<file path="src/rtl/receive_ascii_as_binary.sv">
// ASCII '0'/'1' digit receiver: pops characters from the uart_rx6 FIFO,
// assembles WIDTH digits (MSB first) into a word offered on valid/ready,
// and pulses frame_error on illegal characters or truncated words.
module receive_ascii_as_binary #(
  parameter int WIDTH    = 8,
  parameter int ALLOW_WS = 1
) (
  input  logic                         CLK,
  input  logic                         RST_N,
  input  logic [7:0]                   rx_data,
  input  logic                         rx_data_present,
  output logic                         rx_read,
  output logic [WIDTH-1:0]             binary_out,
  output logic                         word_valid,
  input  logic                         word_ready,
  output logic                         frame_error,
  output logic [$clog2(WIDTH+1)-1:0]   bit_count
);

  localparam int BCW = $clog2(WIDTH+1);

  typedef enum logic {FETCH, SETTLE} state_e;

  state_e           state_q, state_d;
  logic [7:0]       char_q, char_d;
  logic [WIDTH-1:0] shift_q, shift_d;
  logic [BCW-1:0]   bcnt_q, bcnt_d;
  logic [WIDTH-1:0] bout_q, bout_d;
  logic             wv_q, wv_d;
  logic             fe_q, fe_d;
  logic             rd_q, rd_d;

  logic is_digit, is_space, is_eol;

  // Character classes; whitespace classes collapse to "illegal" when disabled.
  always_comb begin
    is_digit = (char_q == 8'h30) || (char_q == 8'h31);
    is_space = (ALLOW_WS != 0) && ((char_q == 8'h20) || (char_q == 8'h09));
    is_eol   = (ALLOW_WS != 0) && ((char_q == 8'h0D) || (char_q == 8'h0A));
  end

  // Next-state, datapath and registered-output computation.
  always_comb begin
    state_d = state_q;
    char_d  = char_q;
    shift_d = shift_q;
    bcnt_d  = bcnt_q;
    bout_d  = bout_q;
    wv_d    = wv_q;
    fe_d    = 1'b0;
    rd_d    = 1'b0;

    // Acceptance only clears valid; binary_out keeps the last word.
    if (wv_q && word_ready) wv_d = 1'b0;

    case (state_q)
      FETCH: begin
        // Holding an unaccepted word blocks popping, so words never overwrite.
        if (rx_data_present && !wv_q) begin
          char_d  = rx_data;
          rd_d    = 1'b1;
          state_d = SETTLE;
        end
      end
      SETTLE: begin
        // One idle cycle lets the FIFO retire the popped entry.
        state_d = FETCH;
        if (is_digit) begin
          if (bcnt_q == BCW'(WIDTH-1)) begin
            bout_d  = {shift_q[WIDTH-2:0], char_q[0]};
            wv_d    = 1'b1;
            bcnt_d  = '0;
            shift_d = '0;
          end else begin
            shift_d = {shift_q[WIDTH-2:0], char_q[0]};
            bcnt_d  = bcnt_q + 1'b1;
          end
        end else if (is_space) begin
          // ignored
        end else if (is_eol) begin
          // Delimiter on an empty word is harmless (CRLF, blank lines).
          if (bcnt_q != '0) begin
            fe_d    = 1'b1;
            bcnt_d  = '0;
            shift_d = '0;
          end
        end else begin
          fe_d    = 1'b1;
          bcnt_d  = '0;
          shift_d = '0;
        end
      end
      default: state_d = FETCH;
    endcase
  end

  // State and output registers, cleared asynchronously.
  always_ff @(posedge CLK or negedge RST_N) begin
    if (!RST_N) begin
      state_q <= FETCH;
      char_q  <= '0;
      shift_q <= '0;
      bcnt_q  <= '0;
      bout_q  <= '0;
      wv_q    <= 1'b0;
      fe_q    <= 1'b0;
      rd_q    <= 1'b0;
    end else begin
      state_q <= state_d;
      char_q  <= char_d;
      shift_q <= shift_d;
      bcnt_q  <= bcnt_d;
      bout_q  <= bout_d;
      wv_q    <= wv_d;
      fe_q    <= fe_d;
      rd_q    <= rd_d;
    end
  end

  assign rx_read     = rd_q;
  assign binary_out  = bout_q;
  assign word_valid  = wv_q;
  assign frame_error = fe_q;
  assign bit_count   = bcnt_q;

endmodule

</file>
<file path="config.mk">
export PLATFORM = sky130hd
export DESIGN_NAME = receive_ascii_as_binary
export DESIGN_NICKNAME = d
export VERILOG_FILES = /design/src/rtl/receive_ascii_as_binary.sv
export SDC_FILE = /design/constraint.sdc
export NUM_CORES = 1
export LEC_CHECK = 0
export BUFFER_PORTS_ARGS = -buffer_cell sky130_fd_sc_hd__buf_4
export CAP_MARGIN = 20
export CELL_PAD_IN_SITES_DETAIL_PLACEMENT = 1
export CELL_PAD_IN_SITES_GLOBAL_PLACEMENT = 1
export CORE_MARGIN = 2
export CORE_UTILIZATION = 28
export DETAILED_ROUTE_END_ITERATION = 7
export GPL_ROUTABILITY_DRIVEN = 0
export HOLD_SLACK_MARGIN = 0.03
export PLACE_DENSITY_LB_ADDON = 0.2
export RECOVER_POWER = 25
export SYNTH_ARGS = -nofsm -noshare
export SYNTH_HDL_FRONTEND = slang
export SYNTH_SLANG_ARGS = --single-unit
</file>
<file path="constraint.sdc">
create_clock -name CLK -period 1.8 [get_ports CLK]
set_input_delay 0.36 -clock CLK [delete_from_list [all_inputs] [get_ports CLK]]
set_output_delay 0.36 -clock CLK [all_outputs]
set_load 0.02 [all_outputs]
</file>
==> results.md, run 1 <==
- Register area: 750.7 um^2
- First-pass GRT wire length: 5.023 mm
- Clk buf depth: 2
- Drt total wl: 3.007 mm
- Area leader, netlist: dfrtp_1
- Fill count: 513
- Max frequency: 549.4 MHz
- CTS Buf Count: 5
- Share of cells above drive strength 1: 56.16%
- R2r setup slk: -0.02 ns
- Count of cell types in the netlist: 31
- Root buf cell: clkbuf_8
- Gate Count Post-Synth: 93
- Mapped cell area: 1354 um^2
- Clock Skews: 0.01307 ns
- Setup violators final: 6
- Hold Slack: 0.3022 ns
- Initial antenna violation count: 0
- Static Leak: 0.8889 nW
- Fin util: 39.49%
- P per Cell Area: 807.4 nW/um^2
- Clock transition at path regs: 0.07 ns
- Minimum clock period: 1.820 ns
- Clk sinks: 30
- Core region area: 4692 um^2
- Crit path buffers/inverters: 0
- Path type of the worst min-delay path: in2reg
- PortBufs: 26
- Delay-heaviest family, CP: simple AND/OR/NAND/NOR gates
- DRT iter0 DRCs: 38
- First drt pass iteration count: 4
- Final worst slack: -0.02009 ns
- Most common cell after layout, fill and taps aside: buf_4
- Top Ports: 27
- Overall power: 1.496 mW
- CP Launch Type: register
- Die Span Y: 73.54 um
- CTS tree: built
- Drt drc: 0
- Peak VDD IR: 426.3 uV
- Setup crit end kind: register
- Slew headroom: 49.83%
- Multi-input gate area: 576.8 um^2
- Sequential share of the synthesized area: 55.45%
- Crit path max fanout: 5
- Cell chain of the critical path: or4_4 > nor2_4 > and4_4 > mux2_4
- Max-cap violations: 0
- Routed len/inst: 15.04 um
- Worst slew pin tran: 0.7526 ns
- Unrepaired setup endpoints after global routing: yes
- Die ar.: 5407 um^2
- Grt total ovfl: 0
- H-tree depth: 2
- Largest net degree at the start of global routing: 31
- Synth Area per Inst: 14.56 um^2
- Final Max Slew Viols: 0
- Slowest stage cell on the critical path: or4_4
- Vias in the first global route: 1038
- Cell Rows: 25
- Later-pin clock latency in the skew report: 0.29 ns
- Final Hold Vio Count: 0
- Critical path arrival: 1.98 ns
- Violated checks: negative setup slack
- Total GRT Usage: 12.60%
- Critical Path RT: 1.96 ns
- Area grow syn2layout: 36.88%
- Synth area leaders: dfrtp_1 (55%), mux2_4 (8.9%), mux2_2 (6.7%)
- Hpwl dp: 2.112 mm
- Starting Density: 28.85%
- Status: complete, but fails checks
- ANT nets after route: 0
- DR vias: 947
- CP Class: reg2reg
- Top cell type's share of synthesized area: 55.45%
- Fin crit share: 101.1%
- Number of antenna diodes: 0
- Most frequent cells in the layout: buf_4 (45), dfrtp_1 (30), mux2_2 (8), mux2_4 (8), a22o_1 (8)
- Die Wd: 73.54 um
- Crit-path max cell delay: 0.57 ns
- Fin Setup TNS: -0.09931 ns
- Layout Nets: 160
- Synthesized flop and latch total: 30
- Syn nets: 107
- Yosys warns: 0
- Via/cell ratio: 4.735
==> through the flow <==
| step | instance area [um^2] | std cells | setup WS (ns) |
|---|---|---|---|
| floorplan | 1354 | 93 | -0.08196 |
| global placement | 1732 | 190 | -0.03414 |
| detailed placement | 1732 | 190 | -0.05300 |
| CTS | 1832 | 199 | -0.02474 |
| global route | 1853 | 200 | -0.06680 |
| finish | 1853 | 200 | -0.02009 |
==> where the power goes <==
| part | internal, mW | switching [mW] |
|---|---|---|
| sequential | 0.711 | 0.0300 |
| clock | 0.259 | 0.251 |
| combinational | 0.131 | 0.114 |
| total | 1.10 | 0.395 |
==> Yosys cell counts, drive strengths merged <==
master,n
or3,1
mux2,16
and4,1
nor2,6
dfrtp,30
or4,1
nor3b,3
a311oi,1
nor4b,1
o31a,1
o311ai,1
o21ai,2
inv,4
a31oi,2
a21oi,2
a21o,1
nand3b,1
and2,1
a22o,8
clkbuf,1
buf,2
ha,2
nand3,1
o2111ai,1
nand4b,1
and3b,1
nor2b,1
==> cell families after synthesis <==
kind of cell | after synthesis | synth area share (%)
flops | 30 | 55.45
compound gates | 19 | 13.49
simple gates | 19 | 9.982
mux | 16 | 15.53
buf+inv | 7 | 3.696
fa+ha+maj | 2 | 1.848
==> layout make-up <==
class                      instances  area share, %
clock buffer                       5          3.714
tap                               54          3.646
multi-input combinational         57          31.13
sequential                        30          40.51
clock inverter                     2         0.5402
timing repair buffer              48          19.65
inverter                           4         0.8103
==> metal layers <==
metal  share of wire, %  up-vias  wire length, um  track usage, %
li1                   -      451                -               -
met5                  0        -                0               0
met3                4.1        4              124           4.115
met4               0.93        0               28           4.848
met2                 50       22             1494           20.04
met1                 45      470             1359           15.85
==> flip-flops by register name, summed over array words and instances, names as in the netlist <==
register,count
word_valid,1
shift_q,7
frame_error,1
bit_count,4
char_q,8
binary_out,8
rx_read,1
==> worst paths after layout <==
kind / from / endpoint / cells after the start
worst min-delay path: rx_data[2] / char_q[2] / 2
worst max register to register: char_q[2] / binary_out[1] / 4
worst max-delay path: char_q[2] / binary_out[1] / 4
min in group asynchronous: RST_N / binary_out[0] / 2
worst min register to register: binary_out[4] / binary_out[4] / 1
max in group asynchronous: RST_N / shift_q[3] / 2
==> timing repair <==
action / 4_1_cts / 5_1_grt
hold buffers: 1 / 0
hold endpoints to repair: 30 / 0
cloned: 1 / 0
pin swaps: 3 / 0
endpoints found under the setup margin: 17 / 20
setup buffers: 0 / 1
resized for setup: 1 / 3
No activity file was read; power rests on OpenSTA's default activity.
==> run 2, diff against run 1 <==
PLACE_DENSITY_LB_ADDON = 0.05   (was 0.2)
==> run 2 against run 1 <==
Against the previous run:
- the run still ends with negative setup slack left
- final cell count stayed put
- design area up 2.7%
- clock power increased by 31%
- combinational power increased by 8.2%
- sequential share of layout area shrank 1.1 points
- sequential power about the same
- via count decreased by 1.8%
- highest routed layer unchanged
==> results.md, run 2 (synthesis results as in run 1) <==
- Status: complete, but fails checks
- Violated checks: negative setup slack
- Critical path arrival: 1.97 ns (about the same)
- Path type of the worst min-delay path: in2reg
- Minimum clock period: 1.812 ns (-0.007611 ns)
- Final worst slack: -0.01247 ns (+0.007611 ns)
- Comb power frac: 15.9% (-0.5 points)
- Max frequency: 551.7 MHz (+0.42%)
- Root buf cell: clkbuf_8
- Fill count: 526 (+2.5%)
- RR Endpoint: binary_out[5]
- Layout Nets: 159 (-0.63%)
- Drt total wl: 2.944 mm (-2.1%)
- Peak VDD IR: 528.7 uV (+24%)
- Total GRT Usage: 12.26% (-0.34 points)
- Crit path max fanout: 5 (unchanged)
- Slew headroom: 49.23% (-0.60 points)
- Setup crit end kind: register
- Area grow syn2layout: 40.57%
- CTS tree: built
- Clk sinks: 30 (unchanged)
- First-pass GRT wire length: 4.988 mm (-0.70%)
- Hpwl dp: 2.038 mm (-3.5%)
- DRT iter0 DRCs: 26 (-32%)
- Clock transition at path regs: 0.07 ns (about the same)
- Worst slew pin tran: 0.7616 ns (+0.008980 ns)
- Largest net degree at the start of global routing: 31 (unchanged)
- Post-placement setup slack: -0.04798 ns (+0.005015 ns)
- Non-filler cells, final: 200 (unchanged)
- Most frequent cells in the layout: buf_4 (43), dfrtp_1 (30), mux2_2 (8), mux2_4 (8), a22o_1 (8)
- Routed len/inst: 14.72 um (-2.1%)
- Top Ports: 27 (unchanged)
- P per Cell Area: 877.3 nW/um^2 (+8.7%)
- First drt pass iteration count: 3 (-1)
- Via/cell ratio: 4.650 (-1.8%)
- Setup crit end: binary_out[5]
- ANT nets after route: 0 (unchanged)
- Sequential cell fraction of total power: 44.2% (-5.4 points)
- Worst r2r src: char_q[6]
- Core region area: 4692 um^2 (unchanged)
- Critical Path RT: 1.96 ns (about the same)
- Setup violators final: 5 (-1)
- Clock power frac: 39.9% (+5.8 points)
- Placed Cells: 189 (-0.53%)
- Reg2reg path depth: 4 (unchanged)
- DR vias: 930 (-1.8%)
- Cell Rows: 25 (unchanged)
- Most common cell after layout, fill and taps aside: buf_4
- Static Leak: 0.9093 nW (+2.3%)
- Vias in the first global route: 994 (-4.2%)
- Later-pin clock latency in the skew report: 0.27 ns (-0.02 ns)
- Switching Share: 24.32% (-2.1 points)
- Die ar.: 5407 um^2 (unchanged)
- Pint: 1.264 mW (+15%)
- Unrepaired setup endpoints after global routing: yes
- CP Class: reg2reg
- Grt total ovfl: 0 (unchanged)
- Drt drc: 0 (unchanged)
- CTS Buf Count: 5 (unchanged)
- Fin crit share: 100.7% (-0.42 points)
- Initial antenna violation count: 0 (unchanged)
- H-tree depth: 2 (unchanged)
- R2r setup slk: -0.01 ns (about the same)
- Die Wd: 73.54 um (unchanged)
- Clk buf depth: 2 (unchanged)
- Sw Pwr: 406.0 uW (+2.9%)
- Die Span Y: 73.54 um (unchanged)
- Starting Density: 28.85% (unchanged)
- Number of antenna diodes: 0 (unchanged)
- Share of cells above drive strength 1: 57.53% (+1.4 points)
- Max-cap violations: 0 (unchanged)
- Clock Skews: 0.004785 ns (-0.008284 ns)
- PortBufs: 26 (unchanged)
- Final Hold Vio Count: 0 (unchanged)
- Critical path startpoint: char_q[6]
- CP Launch Type: register
- Final Max Slew Viols: 0 (unchanged)
-- run 2: cell types whose count changed in the layout (fill, tap and decap cells not counted) --
cell / delta
buf_4: -2
buf_6: -1
buf_12: +2
bufinv_16: +1
o21ai_2: +1
nor2_2: +1
o21ai_0: -1
nor2_1: -1
-- run 2: power groups by stage --
| stage | registers (mW) | clock network [mW] | logic (mW) |
|---|---|---|---|
| after floorplan | 0.771 | 0 | 0.0949 |
| after detailed placement | 0.751 | 0 | 0.259 |
| after global routing | 0.746 | 0.715 | 0.293 |
| after CTS | 0.739 | 0.691 | 0.266 |
| after global placement | 0.750 | 0 | 0.256 |
| final | 0.739 | 0.666 | 0.265 |
-- run 2: worst min path at each step --
stage | from | to | slack, ns | cells after the start
floorplan | RST_N | binary_out[0] | 0.06 | 0
global placement | RST_N | shift_q[6] | 0.32 | 1
detailed placement | RST_N | binary_out[6] | 0.32 | 1
CTS | rx_data[5] | char_q[5] | 0.31 | 2
global route | rx_data[3] | char_q[3] | 0.31 | 2
finish | rx_data[4] | char_q[4] | 0.32 | 2
-- run 2: timing repair --
action / 4_1_cts / 5_1_grt
cloned: 1 / 0
hold endpoints to repair: 30 / 0
endpoints found under the setup margin: 12 / 20
gates resized for setup: 1 / 5
setup buffers: 0 / 1
pin swaps: 2 / 1
hold buffers: 1 / 0
-- run 2: final cells by class --
type | count | area, um^2 | share of cell area, %
Clock buffer | 5 | 68.82 | 3.616
Clock inverter | 3 | 40.04 | 2.104
Inverter | 4 | 15.01 | 0.7890
Multi-Input combinational cell | 57 | 583.1 | 30.64
Sequential cell | 30 | 750.7 | 39.45
Tap cell | 54 | 67.56 | 3.550
Timing Repair Buffer | 47 | 377.9 | 19.86
-- run 2: critical path, cell delays in order, from the launching register on --
cell and delay (ns):
dfrtp_1 0.38, or4_4 0.58, nor2_4 0.13, and4_4 0.30, mux2_4 0.31
-- run 2: layer usage --
layer | track usage (%) | part of all wire, % | up-vias
met1 | 16.57 | 47 | 465
li1 | - | - | 450
met3 | 2.881 | 2.3 | 2
met2 | 19.25 | 50 | 13
met5 | 0 | 0 | -
met4 | 4.242 | 0.58 | 0
-- run 2: per-stage QoR --
stage	instance area [um^2]	hold WS, ns	setup TNS (ns)	total power, mW	utilization [%]
after CTS	1884	0.3056	-0.3002	1.696	40.16
after detailed placement	1749	0.3174	-0.3475	1.010	37.28
after global placement	1749	0.3180	-0.1729	1.007	37.28
final	1903	0.3162	-0.04804	1.670	40.56
after global routing	1903	0.3120	-0.4134	1.754	40.56
after floorplan	1354	0.06441	-0.6556	0.8662	-
